--- config.mk ---
export PLATFORM = sky130hd
export DESIGN_NAME = sync_fifo
export DESIGN_NICKNAME = d
export VERILOG_FILES = /design/src/rtl/fifo_pkg.sv /design/src/rtl/sync_fifo_mem.sv /design/src/rtl/sync_fifo.sv
export SDC_FILE = /design/constraint.sdc
export NUM_CORES = 1
export LEC_CHECK = 0
export ABC_AREA = 1
export BUFFER_PORTS_ARGS = -buffer_cell sky130_fd_sc_hd__buf_2
export CORE_MARGIN = 1.5
export CORE_UTILIZATION = 61
export DETAILED_ROUTE_END_ITERATION = 8
export PLACE_DENSITY = 0.79
export SYNTH_ARGS = -nofsm -noshare
export SYNTH_HDL_FRONTEND = slang
export SYNTH_SLANG_ARGS = --single-unit
--- constraint.sdc ---
create_clock -name CLK_I -period 4.3 [get_ports CLK_I]
set_input_delay 0.43 -clock CLK_I [delete_from_list [all_inputs] [get_ports CLK_I]]
set_output_delay 0.43 -clock CLK_I [all_outputs]
set_load 0.1 [all_outputs]
--- src/rtl/fifo_pkg.sv ---
// Shared definitions for the synchronous FIFO: default geometry and read-mode encodings.
// Imported by the RTL and by the testbench so both agree on the encodings.
package fifo_pkg;

  localparam int DATASIZE_DEF = 8;
  localparam int ADDRSIZE_DEF = 4;

  typedef enum logic {
    FWFT_OFF = 1'b0,
    FWFT_ON  = 1'b1
  } fwft_mode_e;

  function automatic int fifo_depth(input int addrsize);
    return 1 << addrsize;
  endfunction

endpackage

--- src/rtl/sync_fifo_mem.sv ---
// FIFO storage: DEPTH x DATASIZE array.
// The array is written on the clock edge and read combinationally.
module sync_fifo_mem #(
  parameter int DATASIZE = 8,
  parameter int ADDRSIZE = 4
) (
  input  logic                clk,
  input  logic                we,
  input  logic [ADDRSIZE-1:0] waddr,
  input  logic [DATASIZE-1:0] wdata,
  input  logic [ADDRSIZE-1:0] raddr,
  output logic [DATASIZE-1:0] rdata
);

  // NOTE: the storage array has no reset; occupancy is tracked by the pointers,
  // so stale words are never observable and the array can map onto RAM.
  logic [DATASIZE-1:0] mem [2**ADDRSIZE];

  always_ff @(posedge clk) begin
    if (we) mem[waddr] <= wdata;
  end

  assign rdata = mem[raddr];

endmodule

--- src/rtl/sync_fifo.sv ---
// Single-clock FIFO with registered status flags, sticky overflow/underflow,
// synchronous flush and a selectable registered-read or first-word-fall-through output.
module sync_fifo
  import fifo_pkg::*;
#(
  parameter int DATASIZE   = DATASIZE_DEF,
  parameter int ADDRSIZE   = ADDRSIZE_DEF,
  parameter int AFULL_LVL  = fifo_depth(ADDRSIZE) - 2,
  parameter int AEMPTY_LVL = 2,
  parameter bit FWFT       = FWFT_OFF
) (
  input  logic                CLK_I,
  input  logic                RST_I,
  input  logic                CLR_I,
  input  logic [DATASIZE-1:0] WDATA_I,
  input  logic                WINC_I,
  output logic                WFULL_O,
  output logic                AWFULL_O,
  input  logic                RINC_I,
  output logic [DATASIZE-1:0] RDATA_O,
  output logic                REMPTY_O,
  output logic                AREMPTY_O,
  output logic [ADDRSIZE:0]   LEVEL_O,
  output logic                OVF_O,
  output logic                UDF_O
);

  localparam int DEPTH = fifo_depth(ADDRSIZE);
  localparam logic [ADDRSIZE:0] DEPTH_W  = (ADDRSIZE+1)'(DEPTH);
  localparam logic [ADDRSIZE:0] AFULL_W  = (ADDRSIZE+1)'(AFULL_LVL);
  localparam logic [ADDRSIZE:0] AEMPTY_W = (ADDRSIZE+1)'(AEMPTY_LVL);

  if (AFULL_LVL < 1 || AFULL_LVL > DEPTH || AEMPTY_LVL < 0 || AEMPTY_LVL >= DEPTH) begin : g_param_check
    $fatal(1, "sync_fifo: AFULL_LVL/AEMPTY_LVL out of range");
  end

  logic [ADDRSIZE:0]   wptr, rptr, wptr_nxt, rptr_nxt;
  logic [ADDRSIZE:0]   level, level_nxt;
  logic                rd_accept, wr_accept, mem_we;
  logic [DATASIZE-1:0] mem_rdata;

  // Pointers carry one extra bit, so their difference is the occupancy 0..DEPTH.
  assign level     = wptr - rptr;
  assign rd_accept = RINC_I && (level != '0);
  assign wr_accept = WINC_I && ((level != DEPTH_W) || rd_accept);
  assign wptr_nxt  = wptr + (ADDRSIZE+1)'(wr_accept);
  assign rptr_nxt  = rptr + (ADDRSIZE+1)'(rd_accept);
  assign level_nxt = wptr_nxt - rptr_nxt;
  assign LEVEL_O   = level;
  assign mem_we    = wr_accept && !CLR_I && !RST_I;

  // NOTE: all sequential state uses non-blocking assignments so every register
  // samples pre-edge values regardless of block ordering.
  always_ff @(posedge CLK_I or posedge RST_I) begin
    if (RST_I) begin
      wptr <= '0;
      rptr <= '0;
    end else if (CLR_I) begin
      wptr <= '0;
      rptr <= '0;
    end else begin
      wptr <= wptr_nxt;
      rptr <= rptr_nxt;
    end
  end

  always_ff @(posedge CLK_I or posedge RST_I) begin
    if (RST_I) begin
      WFULL_O   <= 1'b0;
      AWFULL_O  <= 1'b0;
      REMPTY_O  <= 1'b1;
      AREMPTY_O <= 1'b1;
      OVF_O     <= 1'b0;
      UDF_O     <= 1'b0;
    end else if (CLR_I) begin
      WFULL_O   <= 1'b0;
      AWFULL_O  <= 1'b0;
      REMPTY_O  <= 1'b1;
      AREMPTY_O <= 1'b1;
      OVF_O     <= 1'b0;
      UDF_O     <= 1'b0;
    end else begin
      WFULL_O   <= (level_nxt == DEPTH_W);
      AWFULL_O  <= (level_nxt >= AFULL_W);
      REMPTY_O  <= (level_nxt == '0);
      AREMPTY_O <= (level_nxt <= AEMPTY_W);
      if (WINC_I && !wr_accept) OVF_O <= 1'b1;
      if (RINC_I && (level == '0)) UDF_O <= 1'b1;
    end
  end

  sync_fifo_mem #(
    .DATASIZE (DATASIZE),
    .ADDRSIZE (ADDRSIZE)
  ) u_mem (
    .clk   (CLK_I),
    .we    (mem_we),
    .waddr (wptr[ADDRSIZE-1:0]),
    .wdata (WDATA_I),
    .raddr (rptr[ADDRSIZE-1:0]),
    .rdata (mem_rdata)
  );

  if (FWFT == FWFT_ON) begin : g_fwft
    assign RDATA_O = mem_rdata;
  end else begin : g_registered
    logic [DATASIZE-1:0] rdata_q;

    always_ff @(posedge CLK_I or posedge RST_I) begin
      if (RST_I) rdata_q <= '0;
      else if (!CLR_I && rd_accept) rdata_q <= mem_rdata;
    end

    assign RDATA_O = rdata_q;
  end

endmodule

==> metrics.txt <==
Worst Clk Skew=0.00861 ns; CP Max Fanout=5; Clock Path Buffers=2; Num CTS Buffers=17; Hold Slack=0.233 ns; outcome=finished, final reports clean; Post-Syn Area=6930 sq um; post-CTS setup buffers=0; Yosys reg bits=152; multiplexer area fraction after synthesis=0%; critical path type=flip-flop to flip-flop; CP arrival=4.11 ns; post-synthesis simple-gate area fraction=22.7%; TritonRoute pass-1 iters=5; YS warnings=0; P_int=2.93 mW; RSZ-0062 raised after global routing=no; worst-margin pin slew=0.972 ns; Synth cell types=32; syn_nets=694; average wire per standard cell=17.9 um; I/O pin count=32; fin. max-slew vios=0; adder-cell share of the synthesized area=3.10%; Root Buffer=clkbuf_16; post-synthesis xor/xnor area fraction=1.14%; gpl congestion=0.891; Req. time, crit path=4.66 ns; Post-synth top cells=nand2_1 (188), edfxtp_1 (128), nand3_1 (81); # rows=38; largest family of logic cells by synthesized area=simple AND/OR/NAND/NOR gates; Post-DRT Antenna Nets=0; top cell type's share of synthesized area=55.4%; Horiz. Die Dim=110 um; final worst-path cycle share=87.2%; P_leak=3.15 nW; met3 Use GR=6.11%; Die Area=12000 sq um; Setup-failing EPs final=0; Setup crit end kind=flip-flop; ys flop type=edfxtp_1; sequential element share of the synthesized area=64.1%; most frequent cell after synthesis=nand2_1; Synth async-reset ratio=15.8%; Worst VDD drop=0.000618 V; Flop pwr share=34.7%; Setup TNS=0 ns; effective utilization at floorplan=63.1%; Post-synth EDFFs=128; routed wire length=15.1 mm; post-CTS sizing=0; Critical Path Source Type=flip-flop; die height=110 um; Cell Pwr Density=642 nW/um^2; DRC Markers=0; total number of H-tree levels=4; cell taking the most area after synthesis=edfxtp_1; Top Usage Layer GRT=met2; M1 GR Usage=38.7%; Area contributors post-synth=edfxtp_1 (55%), nand2_1 (10%), dfrtp_1 (7.9%); Clock Latency Late Sink=0.42 ns; grt ovf=0; DR iter-0 viols=376; share of layout cells above drive strength 1=14.0%; area growth from synthesis to final layout=11.3%; fin crit period=3.75 ns; Synth Area in Compound Gates=3.14%; switching share of power=40.8%; Port-buffer cells=31; pin count of the biggest net entering global routing=83; Total GRT Usage=27.8%; Reg clk slew, reported paths=0.06 ns; vias in the first global route=4546; post-DP HPWL=9.72 mm; Switch Pwr=2.02 mW; Post-Synthesis Cells=665; Hold Violations, Final=0; M2 GR Usage=42.3%; antenna violations before repair=0; worst hold path type=primary input to async pin; Clk pwr share=29.9%; Hold Buf Count CTS=0; combinational share of power=35.4%; # diodes=0; fmax=267 MHz; Rel. slew slack=35.1%; synthesized area per cell=10.4 sq um; final net count=723; DR vias=4756; max capacitance violation total=0; first-pass GRT wire length=23.8 mm; CTS tree=built; clock sink count=152; Placeable Area=11000 sq um; via-per-instance ratio=5.62
critical path, cell delays in order (launching register included):
cell	delay [ns]
dfrtp_1	0.40
inv_1	0.08
ha_1	0.17
inv_1	0.11
fa_1	0.45
inv_1	0.07
nand2_1	0.08
nor2_4	0.11
inv_1	0.07
nor2_4	0.13
nand3_2	0.10
and2_1	0.16
ha_1	0.20
ha_1	0.34
fa_1	0.46
xnor2_1	0.29
o21ai_0	0.15
nor3_1	0.20
nand3_1	0.08
nand2_1	0.06
routing by layer:
metal,wire [um],part of all wire [%]
met5,0,0
met4,449,3.0
met3,974,6.4
met2,7130,47
met1,6580,43
worst paths after layout:
kind,from,to,slack [ns],cells past startpoint
max in group asynchronous,RST_I,rptr[0],3.41,2
setup reg to reg,wptr[0],AREMPTY_O,0.55,19
min in group CLK_I,RINC_I,UDF_O,0.29,3
setup / recovery,wptr[0],AREMPTY_O,0.55,19
hold reg to reg,RDATA_O[3],RDATA_O[3],0.48,2
hold / removal,RST_I,wptr[4],0.23,2
power groups by stage:
stage	combinational, mW	sequential [mW]	clock [mW]
global placement	1.70	1.74	0
CTS	1.76	1.72	1.49
floorplan	1.05	2.15	0
global route	1.91	1.73	1.55
detailed placement	1.74	1.75	0
finish	1.76	1.72	1.48
layout make-up:
cell class	count	area (sq um)
Timing Repair Buffer	35	185
Fill cell	744	3260
Tap cell	140	175
Sequential cell	152	4450
Multi-Input combinational cell	427	2090
Clock buffer	17	425
Inverter	61	229
Clock inverter	15	168
sequential cells by signal (all words and copies together), names as in the netlist:
signal     count
u_mem.mem    128
OVF_O          1
WFULL_O        1
AWFULL_O       1
wptr           5
RDATA_O        8
rptr           5
REMPTY_O       1
AREMPTY_O      1
UDF_O          1
placed cells by master (no fill, tap or decap):
| cell type | count |
|---|---|
| and2_1 | 1 |
| clkinvlp_4 | 2 |
| inv_1 | 56 |
| o21ai_0 | 11 |
| nand3_2 | 2 |
| clkinv_4 | 5 |
| inv_6 | 5 |
| dfrtp_1 | 21 |
| xnor2_1 | 4 |
| nand2_1 | 188 |
| edfxtp_1 | 128 |
| nand3_1 | 81 |
| xor2_1 | 5 |
| inv_2 | 5 |
| nand4_1 | 1 |
| dfstp_2 | 2 |
| and3_1 | 1 |
| o211ai_1 | 9 |
| dfrtp_2 | 1 |
| nand3_4 | 1 |
| nand2_2 | 3 |
| bufinv_16 | 2 |
| nor2_1 | 66 |
| clkinv_2 | 1 |
| nor3_1 | 1 |
| ha_1 | 14 |
| o21ai_1 | 7 |
| clkbuf_16 | 17 |
| a21oi_1 | 12 |
| buf_4 | 4 |
| nor2_4 | 5 |
| or2_2 | 4 |
| fa_1 | 2 |
| buf_2 | 31 |
| nor2_2 | 9 |
per-stage QoR:
step / std cells / cell area, sq um / setup slack [ns] / util (%) / total power, mW
2_1_floorplan: 665 / 6930 / 0.103 / - / 3.20
3_3_place_gp: 815 / 7130 / 0.741 / 64.9 / 3.44
3_5_place_dp: 815 / 7130 / 0.611 / 64.9 / 3.49
4_1_cts: 847 / 7720 / 0.549 / 70.3 / 4.97
5_1_grt: 847 / 7720 / 0.147 / 70.3 / 5.19
6_report: 847 / 7720 / 0.550 / 70.3 / 4.96
kinds of logic (layout without fill, tap and decap cells):
kind of cell | after synthesis | after routing
flops | 152 | 152
compound gates | 39 | 39
fa+ha+maj | 16 | 16
xor+xnor | 9 | 9
buf+inv | 86 | 128
simple gates | 363 | 363
(Power assumes the default switching activity.)
